### src/rtl/pll_reconfig_ctrl_pkg.sv
// Shared types and constants for the GPLL dynamic-reconfiguration controller.
// Imported by the APB interface, the controller top and the bench.
package pll_reconfig_pkg;

    localparam int ADDR_W   = 5;
    localparam int DATA_W   = 16;
    localparam int SYNC_LAT = 2;

    typedef enum logic [1:0] {
        OP_WRITE  = 2'd0,
        OP_READ   = 2'd1,
        OP_RELOCK = 2'd2,
        OP_RSVD   = 2'd3
    } op_e;

    typedef enum logic [1:0] {
        ST_OK      = 2'd0,
        ST_APB_TO  = 2'd1,
        ST_LOCK_TO = 2'd2
    } status_e;

    typedef enum logic [2:0] {
        S_IDLE,
        S_SETUP,
        S_ACCESS,
        S_PRST,
        S_WLOCK,
        S_RESP
    } state_e;

    function automatic int max3(int a, int b, int c);
        int m;
        m = (a > b) ? a : b;
        return (m > c) ? m : c;
    endfunction

endpackage

### src/rtl/pll_reconfig_ctrl_if.sv
// APB bus between the reconfiguration controller and the GPLL wrapper.
// master = initiator (controller), slave = GPLL register port.
interface pll_apb_if;
    import pll_reconfig_pkg::*;

    logic              apb_sel;
    logic              apb_en;
    logic              apb_write;
    logic [ADDR_W-1:0] apb_addr;
    logic [DATA_W-1:0] apb_wdata;
    logic [DATA_W-1:0] apb_rdata;
    logic              apb_ready;

    modport master (
        output apb_sel, apb_en, apb_write,
        output apb_addr, apb_wdata,
        input  apb_rdata, apb_ready
    );

    modport slave (
        input  apb_sel, apb_en, apb_write,
        input  apb_addr, apb_wdata,
        output apb_rdata, apb_ready
    );

endinterface

### src/rtl/pll_reconfig_ctrl_sync_2ff.sv
// Two-flop synchronizer bringing the asynchronous GPLL lock into apb_clk.
// Resets to 0 so locked reads low until a real lock is observed.
module sync_2ff (
    input  logic clk,
    input  logic rst_n,
    input  logic d,
    output logic q
);

    logic meta;

    always_ff @(posedge clk or negedge rst_n) begin
        if (!rst_n) begin
            meta <= 1'b0;
            q    <= 1'b0;
        end else begin
            meta <= d;
            q    <= meta;
        end
    end

endmodule

### src/rtl/pll_reconfig_ctrl.sv
// APB initiator for GPLL reconfiguration: one APB transfer or one
// reset/lock sequence per command, one bounded-time response each.
module pll_reconfig_ctrl
    import pll_reconfig_pkg::*;
#(
    parameter int APB_TIMEOUT  = 64,
    parameter int RST_CYC      = 16,
    parameter int LOCK_TIMEOUT = 65535
) (
    input  logic              apb_clk,
    input  logic              apb_rst_n,
    input  logic              cmd_valid,
    output logic              cmd_ready,
    input  logic [1:0]        cmd_op,
    input  logic [ADDR_W-1:0] cmd_addr,
    input  logic [DATA_W-1:0] cmd_wdata,
    output logic              rsp_valid,
    output logic [1:0]        rsp_status,
    output logic [DATA_W-1:0] rsp_rdata,
    pll_apb_if.master         apb,
    output logic              pll_rst,
    input  logic              pll_lock,
    output logic              locked
);

    localparam int CNT_MAX = max3(APB_TIMEOUT, RST_CYC, LOCK_TIMEOUT);
    localparam int CNT_W   = $clog2(CNT_MAX + 1);

    localparam logic [CNT_W-1:0] APB_LAST  = CNT_W'(APB_TIMEOUT - 1);
    localparam logic [CNT_W-1:0] RST_LAST  = CNT_W'(RST_CYC - 1);
    localparam logic [CNT_W-1:0] LOCK_LAST = CNT_W'(LOCK_TIMEOUT - 1);
    localparam logic [CNT_W-1:0] LOCK_MIN  = CNT_W'(SYNC_LAT);

    state_e            state;
    state_e            state_n;
    logic [CNT_W-1:0]  cnt;
    op_e               op_q;
    op_e               cmd_op_e;
    logic              accept;
    logic              rsp_load;
    status_e           status_n;
    logic [DATA_W-1:0] rdata_n;

    assign cmd_op_e  = op_e'(cmd_op);
    assign cmd_ready = (state == S_IDLE);
    assign accept    = cmd_valid && cmd_ready;
    assign rsp_valid = (state == S_RESP);
    assign pll_rst   = (state == S_PRST);

    assign apb.apb_sel = (state == S_SETUP) || (state == S_ACCESS);
    assign apb.apb_en  = (state == S_ACCESS);

    sync_2ff u_lock_sync (
        .clk   (apb_clk),
        .rst_n (apb_rst_n),
        .d     (pll_lock),
        .q     (locked)
    );

    always_ff @(posedge apb_clk or negedge apb_rst_n) begin
        if (!apb_rst_n) begin
            state <= S_IDLE;
            cnt   <= '0;
        end else begin
            state <= state_n;
            if (state_n != state)
                cnt <= '0;
            else if (cnt != '1)
                cnt <= cnt + CNT_W'(1);
        end
    end

    always_comb begin
        state_n  = state;
        rsp_load = 1'b0;
        status_n = ST_OK;
        rdata_n  = '0;
        unique case (state)
            S_IDLE: begin
                if (accept) begin
                    unique case (cmd_op_e)
                        OP_WRITE,
                        OP_READ:   state_n = S_SETUP;
                        OP_RELOCK: state_n = S_PRST;
                        default: begin
                            state_n  = S_RESP;
                            rsp_load = 1'b1;
                        end
                    endcase
                end
            end
            S_SETUP: state_n = S_ACCESS;
            S_ACCESS: begin
                if (apb.apb_ready) begin
                    state_n  = S_RESP;
                    rsp_load = 1'b1;
                    if (op_q == OP_READ)
                        rdata_n = apb.apb_rdata;
                end else if (cnt == APB_LAST) begin
                    state_n  = S_RESP;
                    rsp_load = 1'b1;
                    status_n = ST_APB_TO;
                end
            end
            S_PRST: begin
                if (cnt == RST_LAST)
                    state_n = S_WLOCK;
            end
            S_WLOCK: begin
                // the first SYNC_LAT samples still reflect lock from before reset
                if (locked && cnt >= LOCK_MIN) begin
                    state_n  = S_RESP;
                    rsp_load = 1'b1;
                end else if (cnt == LOCK_LAST) begin
                    state_n  = S_RESP;
                    rsp_load = 1'b1;
                    status_n = ST_LOCK_TO;
                end
            end
            S_RESP:  state_n = S_IDLE;
            default: state_n = S_IDLE;
        endcase
    end

    always_ff @(posedge apb_clk or negedge apb_rst_n) begin
        if (!apb_rst_n) begin
            op_q          <= OP_WRITE;
            apb.apb_addr  <= '0;
            apb.apb_wdata <= '0;
            apb.apb_write <= 1'b0;
            rsp_status    <= 2'd0;
            rsp_rdata     <= '0;
        end else begin
            if (accept) begin
                op_q <= cmd_op_e;
                if (cmd_op_e == OP_WRITE || cmd_op_e == OP_READ) begin
                    apb.apb_addr  <= cmd_addr;
                    apb.apb_wdata <= cmd_wdata;
                    apb.apb_write <= (cmd_op_e == OP_WRITE);
                end
            end
            if (rsp_load) begin
                rsp_status <= status_n;
                rsp_rdata  <= rdata_n;
            end
        end
    end

endmodule
### src/flat_wrapper.sv
// flat-port wrapper written by rule: the top's interface ports become plain ports
module pll_reconfig_ctrl_flat import pll_reconfig_pkg::*;
#(
    parameter int APB_TIMEOUT  = 64,
    parameter int RST_CYC      = 16,
    parameter int LOCK_TIMEOUT = 65535
)
  (apb_clk, apb_rst_n, cmd_valid, cmd_ready, cmd_op, cmd_addr, cmd_wdata, rsp_valid, rsp_status, rsp_rdata, pll_rst, pll_lock, locked, apb_apb_sel, apb_apb_en, apb_apb_write, apb_apb_addr, apb_apb_wdata, apb_apb_rdata, apb_apb_ready);
  pll_apb_if apb_i ();
  input  logic apb_clk;
  input  logic apb_rst_n;
  input  logic cmd_valid;
  output logic cmd_ready;
  input  logic [1:0] cmd_op;
  input  logic [ADDR_W-1:0] cmd_addr;
  input  logic [DATA_W-1:0] cmd_wdata;
  output logic rsp_valid;
  output logic [1:0] rsp_status;
  output logic [DATA_W-1:0] rsp_rdata;
  output logic pll_rst;
  input  logic pll_lock;
  output logic locked;
  output wire logic [$bits(apb_i.apb_sel)-1:0] apb_apb_sel;
  output wire logic [$bits(apb_i.apb_en)-1:0] apb_apb_en;
  output wire logic [$bits(apb_i.apb_write)-1:0] apb_apb_write;
  output wire logic [$bits(apb_i.apb_addr)-1:0] apb_apb_addr;
  output wire logic [$bits(apb_i.apb_wdata)-1:0] apb_apb_wdata;
  input wire logic [$bits(apb_i.apb_rdata)-1:0] apb_apb_rdata;
  input wire logic [$bits(apb_i.apb_ready)-1:0] apb_apb_ready;
  assign apb_apb_sel = apb_i.apb_sel;
  assign apb_apb_en = apb_i.apb_en;
  assign apb_apb_write = apb_i.apb_write;
  assign apb_apb_addr = apb_i.apb_addr;
  assign apb_apb_wdata = apb_i.apb_wdata;
  assign apb_i.apb_rdata = apb_apb_rdata;
  assign apb_i.apb_ready = apb_apb_ready;
  pll_reconfig_ctrl #(.APB_TIMEOUT(APB_TIMEOUT), .RST_CYC(RST_CYC), .LOCK_TIMEOUT(LOCK_TIMEOUT)) u_core (.apb_clk(apb_clk), .apb_rst_n(apb_rst_n), .cmd_valid(cmd_valid), .cmd_ready(cmd_ready), .cmd_op(cmd_op), .cmd_addr(cmd_addr), .cmd_wdata(cmd_wdata), .rsp_valid(rsp_valid), .rsp_status(rsp_status), .rsp_rdata(rsp_rdata), .apb(apb_i), .pll_rst(pll_rst), .pll_lock(pll_lock), .locked(locked));
endmodule
### config.mk
export PLATFORM = sky130hd
export DESIGN_NAME = pll_reconfig_ctrl_flat
export DESIGN_NICKNAME = d
export VERILOG_FILES = /design/src/rtl/pll_reconfig_ctrl_pkg.sv /design/src/rtl/pll_reconfig_ctrl_if.sv /design/src/rtl/pll_reconfig_ctrl_sync_2ff.sv /design/src/rtl/pll_reconfig_ctrl.sv /design/src/flat_wrapper.sv
export SDC_FILE = /design/constraint.sdc
export NUM_CORES = 1
export LEC_CHECK = 0
export ABC_AREA = 0
export BUFFER_PORTS_ARGS = -buffer_cell sky130_fd_sc_hd__buf_2
export CORE_UTILIZATION = 29
export DETAILED_ROUTE_END_ITERATION = 6
export PLACE_DENSITY = 0.51
export SYNTH_ARGS = -nofsm -noshare
export SYNTH_HDL_FRONTEND = slang
export SYNTH_HIERARCHICAL = 1
export SYNTH_SLANG_ARGS = --single-unit
### constraint.sdc
create_clock -name apb_clk -period 4.98 [get_ports apb_clk]
set_clock_uncertainty 0.05 [all_clocks]
set_input_delay 0.996 -clock apb_clk [delete_from_list [all_inputs] [get_ports apb_clk]]
set_output_delay 0.996 -clock apb_clk [all_outputs]
set_load 0.03 [all_outputs]
==> key figures <==
Cells and area
  • Area Overhead vs Synth: 26.4%
  • Final design area excluding fillers: 3730 um2
  • Share of cells above drive strength 1: 0.473
  • N_diodes: 0
  • Final #Nets: approximately 370

STA
  • Max-slew headroom: 0.262
  • Setup Viol. Count Final: 0
  • RSZ-0062 raised after global routing: no
  • Worst slew pin tran: roughly 1.1 ns
  • Final Hold Vio Count: 0
  • Final TNS setup: 0 ns
  • Final period util: 0.540
  • FMAX: 372 MHz
  • Pins Over Slew Limit: 0
  • Min Tclk post-route: between 2 and 3 ns

Flow run
  • Max_cap viols: 0

Power
  • LEAKAGE: 1.77 nW
  • Int Pwr: 1.31 mW
  • P_sw: 0.954 mW
  • Proportion of power drawn by combinational gates: 0.423
  • VDD IR max: 220 uV
  • Sequential Power Share: 0.352
  • Clock network fraction of design power: 0.225
  • Switching Fraction: 0.421
  • PD cells: between 600 and 700 nW/um2

Critical path
  • Max stage delay on crit path: 0.62 ns
  • Critical path class: register to register
  • CP Data Required Time: 5.22 ns
  • CP max-delay cell: nor3_4
  • CP Launch Type: register
  • Worst Path Buf+Inv: 1
  • Max Fanout on Critical Path: 18
  • Crit path max-delay family: simple AND/OR/NAND/NOR gates
  • Worst Path Arrival: 2.93 ns
  • Nature of the critical path endpoint: register
  • Cells along the critical path: inv_1 > ha_1 > or4_1 > o41ai_4 > a2bb2o_4 > nor3_4 > a22o_2

Logic synthesis
  • Yosys warnings: 6
  • #FFs+latches synth: 63
  • Syn_nets: 284
  • EDFF count, synth: 0
  • Share of the synthesized area in the top cell type: 0.534
  • Async set-reset flop share out of synthesis: 1.00
  • Post-Syn Instances: 238
  • Synth area leaders: dfrtp_1, mux2_2, a22o_1
  • Synth unique cells: 50
  • Largest area contributor in the netlist: dfrtp_1
  • Top_reg_cell synth: dfrtp_1
  • Synth Area per Inst: around 12 um2
  • Sequential area share after synthesis: 0.534
  • Syn Std Cell Area: about 3000 um2

Clock tree
  • CTS tree: built
  • TritonCTS buffer count: 9
  • CTS Hold Bufs: 0
  • Clock Path Buffers: 2
  • Clock sink count: between 60 and 70
  • Reg clk slew, reported paths: 0.08 ns
  • Clock latency on the worst-skew pair: ~0.34 ns
  • Root buf cell: clkbuf_8
  • Post_cts resized: 0
  • CTS HTree Levels: 3
  • Post CTS Setup Buffer Count: 0

Status
  • Status: finished clean

Route
  • DRC: 0
  • Final WL: 6.36 mm
  • Via count: 2217
  • Starting DRT DRC Count: about 100
  • Antenna-violating nets left: 0
  • Routed WL per cell: 13.7 um
  • Pre-Repair DR Iteration Count: 4
  • Via/cell ratio: 4.77

Global routing
  • Largest net degree at the start of global routing: 34
  • Vias in the first global route: around 2200
  • Wire length of the first global-routing pass: 10.5 mm
  • Total grt overflow: 0
  • Initial antenna violation count: 0
  • Tot GR Track Use: 0.130

Floorplan
  • Core box area: 9820 um2
  • Die area: 10600 um2
  • Io pins: 90
  • Die Wd: 103 um
  • Die span in y: about 100 um
  • Num rows: 36
  • Initial Util: 0.301

Placed design
  • Gpl congestion: approximately 0.72
  • Post-DP Area: 3500 um2
  • Port Buffers: 89
  • DP HPWL: 4.52 mm

Worst hold path
  • Hold Path Class: register to register
Yosys cell counts, types with 5 or more instances:
cell type,n
dfrtp_1,63
o21ai_0,5
nor2_1,18
mux2_2,23
nand2_1,10
clkbuf_1,8
nor2_4,10
a22o_1,15
nand3_1,10
xor2_1,7
and3_1,7
power groups by stage:
stage	clock network, mW	registers (mW)	logic (mW)
after CTS	0.527	0.801	0.971
after floorplan	0	1.05	0.486
final	0.510	0.798	0.957
after detailed placement	0	0.808	0.972
after global placement	0	0.804	0.960
after global routing	0.547	0.828	1.03
through the flow:
stage	total power, mW	setup slack (ns)	cells	utilization	hold WS [ns]
2_1_floorplan	1.54	2.28	238	-	0.281
3_3_place_gp	1.76	2.21	449	0.357	0.287
3_5_place_dp	1.78	2.21	449	0.357	0.290
4_1_cts	2.30	2.28	465	0.380	0.317
5_1_grt	2.40	2.10	465	0.380	0.328
6_report	2.27	2.29	465	0.380	0.310
cells in the final DEF (no fill, tap or decap), types with 3 or more instances in the layout:
master and count:
nand3_1 10, o21ai_0 5, clkbuf_8 10, or4_4 3, nand4_1 4, xor2_1 7, o2111ai_1 3, a22o_1 15
and3_1 7, nand2_1 10, nor2_1 17, nor3_1 4, mux2_2 23, xnor2_1 3, dfrtp_1 63, nor2_4 10
buf_2 89
registers in the layout, summed over array words and instances, names as in the netlist:
| register | count |
|---|---|
| u_core/apb.apb_addr | 5 |
| u_core/apb.apb_wdata | 16 |
| u_core/apb.apb_write | 1 |
| u_core/cnt | 16 |
| u_core/op_q | 2 |
| u_core/rsp_rdata | 16 |
| u_core/rsp_status | 2 |
| u_core/state | 3 |
| u_core/u_lock_sync/meta | 1 |
| u_core/u_lock_sync/q | 1 |
layer usage:
metal / GRT usage / wire (um) / up-vias
met5: 0 / 0 / -
met3: 0.0386 / 308 / 8
li1: - / - / 1052
met4: 0.0455 / 95 / 0
met2: 0.215 / 3160 / 59
met1: 0.160 / 2800 / 1098
cell families (layout without fill, tap and decap cells):
| group | Yosys count | in the layout | synth area share |
|---|---|---|---|
| xor+xnor | 10 | 10 | 0.0297 |
| compound gates | 41 | 41 | 0.126 |
| simple gates | 84 | 84 | 0.184 |
| fa+ha+maj | 2 | 2 | 0.00847 |
| buf+inv | 14 | 108 | 0.0271 |
| flops | 63 | 63 | 0.534 |
| mux | 24 | 24 | 0.0911 |
worst paths after layout:
kind | slack (ns) | start | endpoint | depth (start not counted)
min reg2reg | 0.31 | u_core/u_lock_sync/meta | u_core/u_lock_sync/q | 0
max | 2.29 | u_core/cnt[0] | u_core/rsp_rdata[2] | 7
max reg2reg | 2.29 | u_core/cnt[0] | u_core/rsp_rdata[2] | 7
min | 0.31 | u_core/u_lock_sync/meta | u_core/u_lock_sync/q | 0
max in group asynchronous | 3.34 | apb_rst_n | u_core/cnt[5] | 2
min in group asynchronous | 0.65 | apb_rst_n | u_core/rsp_rdata[10] | 1
cell type report:
type	count	area (um2)
tap	133	166
inverter	2	7.51
clock buffer	10	138
sequential	63	1580
clock inverter	6	92.6
multi-input combinational	161	1300
fill	1032	6090
timing repair buffer	90	453
(Power assumes the default switching activity.)
